--- config.mk ---
export PLATFORM = sky130hd
export DESIGN_NAME = ewb_controller
export DESIGN_NICKNAME = d
export VERILOG_FILES = /design/src/rtl/ewb_controller.sv
export SDC_FILE = /design/constraint.sdc
export NUM_CORES = 1
export LEC_CHECK = 0
export CORE_AREA = 4 4 448 450
export CTS_CLUSTER_DIAMETER = 100
export DETAILED_ROUTE_END_ITERATION = 16
export DIE_AREA = 0 0 452 454
export PLACE_DENSITY_LB_ADDON = 0.05
export RECOVER_POWER = 100
export SYNTH_ARGS = -nofsm -noshare
export SYNTH_HDL_FRONTEND = slang
export SYNTH_SLANG_ARGS = --single-unit
export TNS_END_PERCENT = 100
--- constraint.sdc ---
create_clock -name clk -period 2.5 [get_ports clk]
set_input_delay 0.375 -clock clk [delete_from_list [all_inputs] [get_ports clk]]
set_output_delay 0.375 -clock clk [all_outputs]
set_load 0.1 [all_outputs]
--- src/rtl/ewb_controller.sv ---
// rtl/ewb_controller.sv - L2 eviction write buffer sequencing and memory-port arbitration
module ewb_controller #(
  parameter int DRAIN_DELAY = 4
) (
  input  logic         clk,
  input  logic         rst,
  input  logic         c_read,
  input  logic         c_write,
  input  logic [31:0]  c_address,
  output logic [255:0] c_rdata,
  output logic         c_resp,
  output logic         ewb_load,
  output logic         ewb_empty,
  output logic [31:0]  ewb_hit_addr,
  input  logic         ewb_full,
  input  logic         ewb_hit,
  input  logic [255:0] ewb_wdata,
  input  logic [31:0]  ewb_address,
  output logic         pmem_read,
  output logic         pmem_write,
  output logic [31:0]  pmem_address,
  output logic [255:0] pmem_wdata,
  input  logic [255:0] pmem_rdata,
  input  logic         pmem_resp
);

  localparam int CNT_W = (DRAIN_DELAY < 1) ? 1 : $clog2(DRAIN_DELAY + 1);

  typedef enum logic [1:0] {
    IDLE      = 2'd0,
    READ_MEM  = 2'd1,
    WRITE_MEM = 2'd2,
    RESP      = 2'd3
  } state_t;

  state_t             state_q, state_d;
  logic               pend_write_q, pend_write_d;
  logic [CNT_W-1:0]   idle_cnt_q, idle_cnt_d;
  logic [255:0]       c_rdata_q, c_rdata_d;

  assign c_rdata      = c_rdata_q;
  assign ewb_hit_addr = c_address;
  assign pmem_wdata   = ewb_wdata;

  // State, drain counter, pending-write flag and returned line
  always_ff @(posedge clk) begin
    if (!rst) begin
      state_q      <= IDLE;
      pend_write_q <= 1'b0;
      idle_cnt_q   <= '0;
      c_rdata_q    <= '0;
    end else begin
      state_q      <= state_d;
      pend_write_q <= pend_write_d;
      idle_cnt_q   <= idle_cnt_d;
      c_rdata_q    <= c_rdata_d;
    end
  end

  // Next-state and output decode; reset forces outputs quiet and clears the EWB
  always_comb begin
    state_d      = state_q;
    pend_write_d = pend_write_q;
    idle_cnt_d   = '0;
    c_rdata_d    = c_rdata_q;
    c_resp       = 1'b0;
    ewb_load     = 1'b0;
    ewb_empty    = 1'b0;
    pmem_read    = 1'b0;
    pmem_write   = 1'b0;
    pmem_address = '0;

    unique case (state_q)
      IDLE: begin
        if (c_write) begin
          if (!ewb_full) begin
            ewb_load = 1'b1;
            state_d  = RESP;
          end else begin
            pend_write_d = 1'b1;
            state_d      = WRITE_MEM;
          end
        end else if (c_read) begin
          if (ewb_full && ewb_hit) begin
            c_rdata_d = ewb_wdata;
            state_d   = RESP;
          end else begin
            state_d = READ_MEM;
          end
        end else if (ewb_full) begin
          if (idle_cnt_q == CNT_W'(DRAIN_DELAY)) begin
            state_d = WRITE_MEM;
          end else begin
            idle_cnt_d = idle_cnt_q + CNT_W'(1);
          end
        end
      end
      READ_MEM: begin
        pmem_read    = 1'b1;
        pmem_address = c_address;
        if (pmem_resp) begin
          c_rdata_d = pmem_rdata;
          state_d   = RESP;
        end
      end
      WRITE_MEM: begin
        pmem_write   = 1'b1;
        pmem_address = ewb_address;
        if (pmem_resp) begin
          // The held c_write reloads the emptied EWB from IDLE next cycle
          ewb_empty    = 1'b1;
          pend_write_d = 1'b0;
          state_d      = IDLE;
        end
      end
      RESP: begin
        c_resp  = 1'b1;
        state_d = IDLE;
      end
      default: state_d = IDLE;
    endcase

    if (!rst) begin
      c_resp       = 1'b0;
      ewb_load     = 1'b0;
      ewb_empty    = 1'b1;
      pmem_read    = 1'b0;
      pmem_write   = 1'b0;
      pmem_address = '0;
    end
  end

endmodule

==> results.cfg <==
[worst_setup_path]
critPathCapture = pmem_address[16]
cp_max_fo = 6
rrSetupSlack_ns = 0.07
crit_required_ns = 2.12
cp-end-kind = output pin
path_cells = inv_6 > ha_4 > nand2_8 > buf_16 > nor2_4 > buf_12
cp_num_buf_inv = 3
path_delay_family = buffers and inverters
r2r_start = state_q[1]
critPathSlowestCell = dfxtp_4
path_class = flop to output pin
crit_path_start = state_q[0]
crit_arrival_ns = 2.10
critPathMaxStageDelay_ns = 0.39
startpoint_type = flop
worst-path-stages = 6
r2r_cells = 9
r2r-end = c_rdata[108]

[die]
io_pins = 1164
placementRows = 163
die_w_um = 452
initial_core_util_pct = 7.72
coreArea_um2 = 197000
die_h_um = 454
dieArea_um2 = 205000

[layout]
nFillCells = 22557
drive_gt1_share_pct = 35.4
regArea_um2 = 5230
area_growth_pct = 87.4
fin_nets = 3042
multiInputGateArea_um2 = 7490
final_common_cell = clkdlybuf4s50_1
layout_common_cells = clkdlybuf4s50_1, clkbuf_2, nand2_1
fin_area_um2 = 28400

[cts]
clk_pin_slew_ns = 0.06
cts_tree = built
cts_buffers = 42
cts_max_level = 2
cts-root-buf = clkbuf_16
hold_buffers = 0
clk_latency_ns = 0.58
max-clock-path-buffers = 3
cts.sinks = 261

[synth]
postSynthCellCount = 1582
netlist_area_um2 = 15200
ys_ff_latch = 261
seq_area_frac_synth_pct = 34.4
syn_avg_cell_area_um2 = 9.60
synth_nets = 2171
yosysWarnings = 0
ys_types = 28

[power_and_ir_drop]
power_density_nw_per_um2 = 1730
vdd_ir_drop_max_uv = 707
power.leakage_nw = 10.8
intPower_mw = 18.5
p_comb_share_pct = 71.9
seq_power_share_pct = 15.1
p_clk_share_pct = 13.0
p_switching_mw = 30.8
p_sw_share_pct = 62.5

[timing]
fin_hold_ws_ns = 0.146
slew_headroom_pct = 14.1
fin_crit_sh_pct = 99.1
skew_ns = 0.0188
fmax_ghz = 0.404
finalSetupViolCount = 0
rsz0062_at_grt = yes
fin_crit_ns = 2.48
worst_slew_pin_slew_ns = 1.29
timing.setup.tns_ns = 0
setup_slack_ns = 0.0227
maxSlewViolCount = 0
hold_viol_final = 0

[global_route]
grt_max_degree = 90
grt-ovfl-total = 0
grt_antenna_before_repair = 22
grt_pass1_wl_um = 156000
grt_pass1_vias = 17413
gr-usage-all-layers_pct = 11.0

[placement]
dp_hpwl_um = 97500
io_buffers = 1163
gp_congestion = 0.752
dp_slack_ns = -0.175
dpl_cell_area_um2 = 28100

[hold_path]
min_path_type = primary input to flop

[detailed_routing]
dr.pass1.iters = 6
drt.antenna.violating_nets = 0
route.vias.total = 15570
drc_errors = 0
initialDrtViolationCount = 633
via_per_inst = 3.03
routedWlPerCell_um = 23.2
wl_um = 119000

[outcome]
status = complete, no violations

[flow_run]
max-cap-violations = 0
## layout make-up
type,count,share of cell area [%]
repair buffers,1270,38.2
multi-input cells,873,26.3
flip-flops and latches,261,18.4
well taps,2640,11.6
clock buffers,60,4.46
clock inverters,17,0.783
diodes,12,0.106
inverters,5,0.0924
## cell families after synthesis
logic type      synth area share (%)
buf+inv                         19.0
flops                           34.4
mux                             17.1
simple gates                    7.99
fa+ha+maj                      0.495
compound gates                  21.0
## cells in the mapped netlist
cell type	number	area [um^2]
a21boi_0	1	7.51
a21boi_2	1	11.3
a221oi_1	2	17.5
a22oi_1	32	240
a311oi_1	1	8.76
and2_1	5	31.3
and3_1	3	18.8
and4b_1	1	10.0
buf_2	79	395
buf_4	289	2170
buf_6	3	33.8
clkbuf_1	72	270
dfxtp_1	261	5230
ha_1	6	75.1
inv_1	5	18.8
mux2_2	1	11.3
mux2_4	1	15.0
mux2i_1	256	2560
nand2_1	261	980
nand2b_1	1	6.26
nand3_1	2	10.0
nand3b_1	1	7.51
nand4b_1	1	8.76
nor2_1	36	135
nor2b_1	1	6.26
o21ai_0	3	15.0
o21bai_1	1	7.51
o221a_2	256	2880
## worst reg2reg max path: cells and delay by family, from the launching register on
kind | cells | cell delay, ns
compound gates | 1 | 0.26
simple gates | 1 | 0.12
mux | 1 | 0.50
fa+ha+maj | 1 | 0.18
flops | 1 | 0.35
buf+inv | 5 | 0.90
## power by group through the flow
| stage | registers, mW | clock network, mW | logic [mW] |
|---|---|---|---|
| 6_report | 7.42 | 6.42 | 35.4 |
| 5_1_grt | 7.67 | 6.95 | 37.2 |
| 4_1_cts | 7.51 | 6.87 | 38.2 |
| 3_5_place_dp | 7.51 | 0 | 37.1 |
| 3_3_place_gp | 7.55 | 0 | 37.0 |
| 2_1_floorplan | 21.3 | 0 | 11.5 |
## registers in the layout, summed over array words and instances, names as in the netlist
| signal | flops |
|---|---|
| idle_cnt_q | 3 |
| state_q | 2 |
| c_rdata | 256 |
## timing repair
action / in CTS / in global routing
endpoints found under the setup margin: 34 / 28
cloned: 6 / 2
gates resized for setup: 52 / 12
pin swaps: 17 / 12
setup buffers: 21 / 4
## worst min-delay path by stage
stage,start,slack (ns),depth (start not counted),to
floorplan,idle_cnt_q[0],0.42,1,idle_cnt_q[0]
global placement,idle_cnt_q[0],0.42,1,idle_cnt_q[0]
detailed placement,idle_cnt_q[0],0.44,1,idle_cnt_q[0]
CTS,rst,0.05,3,state_q[0]
global route,rst,0.08,3,state_q[0]
finish,rst,0.15,3,state_q[0]
## routing by layer
metal	vias up	track usage, %	wire (um)
met4	4	3.59	3510
met2	643	20.1	61600
met3	120	3.68	8910
li1	7292	-	-
met5	-	0	27
met1	7511	11.8	45300
## per-stage QoR
| stage | total power [mW] | instances | utilization (%) |
|---|---|---|---|
| after floorplan | 32.9 | 1582 | - |
| after global placement | 44.6 | 5019 | 14.3 |
| after detailed placement | 44.6 | 5019 | 14.3 |
| after CTS | 52.6 | 5122 | 15.4 |
| after global routing | 51.9 | 5130 | 14.5 |
| final | 49.3 | 5138 | 14.5 |
Power figures use the tool's default switching activity.
